$ cat src/rtl/simple_bus_xbar.sv
// simple_bus_xbar: single-cycle req/gnt/rvalid interconnect from NrHosts masters to NrDevices
// memory-mapped slaves.
//
// Ports:
//   clk_i, rst_i                 clock, synchronous active-high reset
//   host_req_i / host_gnt_o      per-host request and same-cycle grant
//   host_addr_i, host_we_i,
//   host_be_i, host_wdata_i      per-host request payload
//   host_rvalid_o, host_rdata_o,
//   host_err_o                   per-host response, one cycle after the grant
//   device_req_o, device_addr_o,
//   device_we_o, device_be_o,
//   device_wdata_o               per-device forwarded request
//   device_rvalid_i,
//   device_rdata_i, device_err_i per-device response
//   cfg_device_addr_base/mask    per-device address decode table
//
// Arbitration is fixed priority (lowest host index wins); decode picks the lowest matching device.
//
// Optional feature, macro BUS_DECODE_ERR_EN: unmapped requests are granted and answered next
// cycle with err=1. Without it, unmapped requests are never granted and the host stalls.

module simple_bus_xbar #(
  parameter int unsigned NrDevices    = 1,
  parameter int unsigned NrHosts      = 1,
  parameter int unsigned DataWidth    = 32,
  parameter int unsigned AddressWidth = 32
) (
  input  logic                    clk_i,
  input  logic                    rst_i,

  input  logic                    host_req_i           [NrHosts],
  output logic                    host_gnt_o           [NrHosts],
  input  logic [AddressWidth-1:0] host_addr_i          [NrHosts],
  input  logic                    host_we_i            [NrHosts],
  input  logic [DataWidth/8-1:0]  host_be_i            [NrHosts],
  input  logic [DataWidth-1:0]    host_wdata_i         [NrHosts],
  output logic                    host_rvalid_o        [NrHosts],
  output logic [DataWidth-1:0]    host_rdata_o         [NrHosts],
  output logic                    host_err_o           [NrHosts],

  output logic                    device_req_o         [NrDevices],
  output logic [AddressWidth-1:0] device_addr_o        [NrDevices],
  output logic                    device_we_o          [NrDevices],
  output logic [DataWidth/8-1:0]  device_be_o          [NrDevices],
  output logic [DataWidth-1:0]    device_wdata_o       [NrDevices],
  input  logic                    device_rvalid_i      [NrDevices],
  input  logic [DataWidth-1:0]    device_rdata_i       [NrDevices],
  input  logic                    device_err_i         [NrDevices],

  input  logic [AddressWidth-1:0] cfg_device_addr_base [NrDevices],
  input  logic [AddressWidth-1:0] cfg_device_addr_mask [NrDevices]
);

  localparam int unsigned HostIdxW = (NrHosts > 1) ? $clog2(NrHosts) : 1;
  localparam int unsigned DevIdxW  = (NrDevices > 1) ? $clog2(NrDevices) : 1;
  localparam int unsigned BeWidth  = DataWidth / 8;

  // Arbitration: walk downwards so the lowest requesting index is the last one written.
  logic                    sel_valid;
  logic [HostIdxW-1:0]     sel_host;
  logic [AddressWidth-1:0] sel_addr;
  logic                    sel_we;
  logic [BeWidth-1:0]      sel_be;
  logic [DataWidth-1:0]    sel_wdata;

  always_comb begin
    sel_valid = 1'b0;
    sel_host  = '0;
    sel_addr  = host_addr_i[0];
    sel_we    = host_we_i[0];
    sel_be    = host_be_i[0];
    sel_wdata = host_wdata_i[0];
    for (int h = int'(NrHosts) - 1; h >= 0; h--) begin
      if (host_req_i[h]) begin
        sel_valid = 1'b1;
        sel_host  = HostIdxW'(h);
        sel_addr  = host_addr_i[h];
        sel_we    = host_we_i[h];
        sel_be    = host_be_i[h];
        sel_wdata = host_wdata_i[h];
      end
    end
  end

  // Address decode, lowest matching device wins.
  logic               dev_match;
  logic [DevIdxW-1:0] dev_sel;

  always_comb begin
    dev_match = 1'b0;
    dev_sel   = '0;
    for (int d = int'(NrDevices) - 1; d >= 0; d--) begin
      if ((sel_addr & cfg_device_addr_mask[d]) ==
          (cfg_device_addr_base[d] & cfg_device_addr_mask[d])) begin
        dev_match = 1'b1;
        dev_sel   = DevIdxW'(d);
      end
    end
  end

  logic grant;

`ifdef BUS_DECODE_ERR_EN
  assign grant = sel_valid & ~rst_i;
`else
  assign grant = sel_valid & dev_match & ~rst_i;
`endif

  always_comb begin
    for (int h = 0; h < int'(NrHosts); h++) begin
      host_gnt_o[h] = grant && (sel_host == HostIdxW'(h));
    end
    // Unselected devices see the winner's payload; only req qualifies it.
    for (int d = 0; d < int'(NrDevices); d++) begin
      device_req_o[d]   = grant && dev_match && (dev_sel == DevIdxW'(d));
      device_addr_o[d]  = sel_addr;
      device_we_o[d]    = sel_we;
      device_be_o[d]    = sel_be;
      device_wdata_o[d] = sel_wdata;
    end
  end

  // Response tracking for the one-cycle pipeline.
  logic                valid_q;
  logic [HostIdxW-1:0] host_q;
  logic [DevIdxW-1:0]  dev_q;

  always_ff @(posedge clk_i) begin
    if (rst_i) begin
      valid_q <= 1'b0;
      host_q  <= '0;
      dev_q   <= '0;
    end else begin
      valid_q <= grant;
      if (grant) begin
        host_q <= sel_host;
        dev_q  <= dev_sel;
      end
    end
  end

`ifdef BUS_DECODE_ERR_EN
  logic dec_err_q;

  always_ff @(posedge clk_i) begin
    if (rst_i) begin
      dec_err_q <= 1'b0;
    end else begin
      dec_err_q <= grant & ~dev_match;
    end
  end
`endif

  // Response mux from the registered device index.
  logic                 rsp_rvalid;
  logic [DataWidth-1:0] rsp_rdata;
  logic                 rsp_err;

  always_comb begin
    rsp_rvalid = 1'b0;
    rsp_rdata  = '0;
    rsp_err    = 1'b0;
    for (int d = 0; d < int'(NrDevices); d++) begin
      if (dev_q == DevIdxW'(d)) begin
        rsp_rvalid = device_rvalid_i[d];
        rsp_rdata  = device_rdata_i[d];
        rsp_err    = device_err_i[d];
      end
    end
`ifdef BUS_DECODE_ERR_EN
    if (dec_err_q) begin
      rsp_rvalid = 1'b1;
      rsp_rdata  = '0;
      rsp_err    = 1'b1;
    end
`endif
  end

  // Responses are suppressed while reset is held so a late device answer cannot leak through.
  always_comb begin
    for (int h = 0; h < int'(NrHosts); h++) begin
      if (!rst_i && valid_q && (host_q == HostIdxW'(h))) begin
        host_rvalid_o[h] = rsp_rvalid;
        host_rdata_o[h]  = rsp_rdata;
        host_err_o[h]    = rsp_err;
      end else begin
        host_rvalid_o[h] = 1'b0;
        host_rdata_o[h]  = '0;
        host_err_o[h]    = 1'b0;
      end
    end
  end

endmodule

$ cat config.mk
export PLATFORM = sky130hd
export DESIGN_NAME = simple_bus_xbar
export DESIGN_NICKNAME = d
export VERILOG_FILES = /design/src/rtl/simple_bus_xbar.sv
export SDC_FILE = /design/constraint.sdc
export NUM_CORES = 1
export LEC_CHECK = 0
export CAP_MARGIN = 15
export CORE_AREA = 2 2 107 109
export DETAILED_ROUTE_END_ITERATION = 8
export DIE_AREA = 0 0 109 111
export GPL_TIMING_DRIVEN = 0
export PLACE_DENSITY_LB_ADDON = 0.2
export RECOVER_POWER = 50
export SETUP_SLACK_MARGIN = 0.15
export SLEW_MARGIN = 20
export SYNTH_ARGS = -nofsm -noshare
export SYNTH_HDL_FRONTEND = slang
export SYNTH_SLANG_ARGS = --single-unit
export TNS_END_PERCENT = 1
$ cat constraint.sdc
create_clock -name clk_i -period 4.3 [get_ports clk_i]
set_input_delay 1.29 -clock clk_i [delete_from_list [all_inputs] [get_ports clk_i]]
set_output_delay 1.29 -clock clk_i [all_outputs]
set_load 0.05 [all_outputs]
Word-level counts from Yosys, hierarchy flattened. Index checks and enable logic that the tools add are counted.

Register bits after elaboration: 1. Logic and storage cells: 15. Bits of input ports: 170. Output and inout bits: 105.

Multiplexer cells: 5. Reductions and logical operators: 3. Bitwise operators: 5. Equal/unequal tests: 1.

Operator list (count): $and A32 B32 Y32 (2); $eq A32 B32 Y1 (1); $mux W32 (1); $mux W1 (4); $and A1 B1 Y1 (2); $logic_and A1 B1 Y1 (2); $logic_not A1 Y1 (1); $not A1 Y1 (1).

Logic depth before layout (Yosys ltp).
Depth in word-level cells: 6. Mapped depth: 5. Mapped depth without buffers: 5.

Worst setup path before layout. Ideal clock, no wire load.

Kind: input port to output port. Start: input port host_addr_i[10] (netlist name). End: output port device_req_o. Buffers on the path: 0. Arrival: 3.087 ns. Path slack: -0.077 ns. Stages: 5. Required time: 3.010 ns. Cells stage by stage: xor2_1 a22o_1 a221oi_2 nand4_1 nor3_1.

Longest elaborated chain between the ends: 6.

Ends and longest elaborated chain: from (decl) (line 34) `input logic [AddressWidth-1:0] host_addr_i [NrHosts],`; $and A32 B32 Y32 * (line 94) `if ((sel_addr & cfg_device_addr_mask[d]) ==`; $eq A32 B32 Y1 * (line 94); $mux W1 * (line 94); $and A1 B1 Y1 (2 in a row) (line 107) `assign grant = sel_valid & dev_match & ~rst_i;`; $logic_and A1 B1 Y1 * (line 116) `device_req_o[d] = grant && dev_match && (dev_sel == DevIdxW'(d));`; to (decl) (line 42) `output logic device_req_o [NrDevices],`.

Mark *: on every way between the ends. The rest lies on a longest branch, timed or not.

Worst setup path after layout.
Start: input port host_addr_i[7] (netlist name). End: output port device_req_o.

Same word-level chain as after synthesis.

==> impl_results.md <==
- WL final: 6080 um
- Top reg by flops: valid_q
- PwrDens: 103 nW/um2
- Share of layout cells above drive strength 1: 28.3%
- Placer Congestion: 0.767
- Reg clk slew, reported paths: 0 ns
- P_leak: 1.87 nW
- Yosys Warn Count: 0
- Final Util: 35.5%
- Via density: 3.44
- Net Count, Synth: 332
- Mapped Area: 1250 um2
- Hold Path Class: in -> reg
- Post-CTS Setup Bufs: 0
- Endpoints failing setup: 0
- Critical Path AT: 2.86 ns
- Place WS: -0.672 ns
- Least-Margin Pin Slew: 0.531 ns
- Grt ovf: 0
- Number of synthesized register bits: 1
- Worst slew margin: 64.5%
- Status: complete, no violations
- Ports: 275
- Largest regs: valid_q x1
- Count of input and output buffers: 237
- Leading area contributor after synthesis: buf_4
- Routed Antenna Nets: 0
- Most frequent cells in the layout: clkdlybuf4s50_1, buf_4, dlygate4sd3_1
- Final Hold Vio Count: 0
- Path type of the worst setup path: in -> out
- Average wire per standard cell: 11.2 um
- Peak VDD IR: 54.6 uV
- CTS Hold Bufs: 0
- F_max: 0.241 GHz
- Area contributors post-synth: buf_4, xor2_1, and2_1, a221oi_2, a22o_1
- Post-Place Cell Area: 3800 um2
- Largest net degree at the start of global routing: 11
- Max cap viols: 0
- Area grow syn2layout: 214%
- Worst setup SP type: input port
- DR vias: 1862
- Final worst setup slack: 0.153 ns
- Final Instance Area: 3930 um2
- Antenna violations before repair: 1
- Synthesized instance count: 162
- Final TNS setup: 0 ns
- Mean Syn Cell Area: 7.72 um2
- Starting Density: 11.3%
- Worst EP required: 3.01 ns
- Sequential-to-total area share from yosys stat: 1.60%
- Max FFs per register: 1
- DR pass1 iterations: 4
- Drt drc: 0
- Antenna Cells: 0
- Fin. max-slew vios: 0
- Die height: 111 um
- Number of global-route vias before repair: 1787
- Crit Path Max Fanout: 3
- Post-synth top area share: 41.4%
- Crit. End Element: output pin
- Die X: 109 um
- Total core area: 11100 um2
- Net count, final: 571
- Tmin final: 4.15 ns
- Commonest non-fill, non-tap cell in the layout: clkdlybuf4s50_1
- GRT Total Usage: 8.63%
- Yosys cell types: 15
- First-pass GRT wire length: 8560 um
- Hpwl dp: 5690 um
- Unrepaired setup endpoints after global routing: true
- Die area: 12100 um2
- FP Rows: 39
- Final worst path period share: 96.4%
- Drt first-iter violations: 24
==> synth_stat cells <==
cell / n
buf_4: 69
nor3_1: 3
xor2_1: 32
nand4b_1: 1
a222oi_1: 1
nand4_1: 2
nor2b_1: 1
dfxtp_1: 1
clkbuf_1: 3
and2_1: 34
a22o_1: 6
a221oi_1: 1
a221oi_2: 5
nand2_1: 1
a22oi_1: 2
==> worst paths after layout <==
| check | startpoint | to | cells past startpoint |
|---|---|---|---|
| setup / recovery | host_addr_i[7] | device_req_o | 7 |
| hold / removal | cfg_device_addr_base[18] | valid_q | 5 |
==> through the flow <==
stage                     power, mW  hold slack, ns  std cells
after floorplan               0.221            1.49        162
after global routing          0.426            2.02        542
after CTS                     0.422            2.00        542
final                         0.405            1.95        542
after detailed placement      0.420            1.99        542
after global placement        0.419            1.99        542
==> cell type report <==
class                   count  area, um2
well taps                 143        179
repair buffers            237       2470
multi-input cells          89        724
fillers                  1129       7150
flip-flops and latches      1       20.0
plain buffers              72        533
==> power breakdown <==
part,switching (mW),internal (mW)
combinational,0.186,0.210
clock,0,0
sequential,0.000000253,0.00947
total,0.186,0.219
==> cells by family (layout without fill, tap and decap cells) <==
logic type / count (synthesis) / after routing / synth area share (%)
AO/OA/AOI/OAI: 15 / 15 / 12.9
XOR/XNOR: 32 / 32 / 22.4
buffers and inverters: 72 / 309 / 42.3
flip-flops: 1 / 1 / 1.60
AND/OR/NAND/NOR: 42 / 42 / 20.7
==> critical path, stage by stage <==
cell             delay [ns]
clkdlybuf4s50_1        0.43
xor2_1                 0.17
a22o_1                 0.19
a221oi_2               0.17
nand4b_1               0.23
nor3_2                 0.19
buf_6                  0.19
==> layer usage <==
layer	wire length, um	track usage [%]	vias to the layer above
met5	11	0	-
met4	0	0	2
met3	836	2.76	2
met2	3470	18.9	126
met1	1760	7.61	793
li1	-	-	939
==> what timing repair did <==
item / CTS / global route
gates resized for setup: 112 / 34
pin swaps: 1 / 16
setup endpoints to repair: 36 / 4
endpoints found under the hold margin: 0 / 0
No activity file was read; power rests on OpenSTA's default activity.
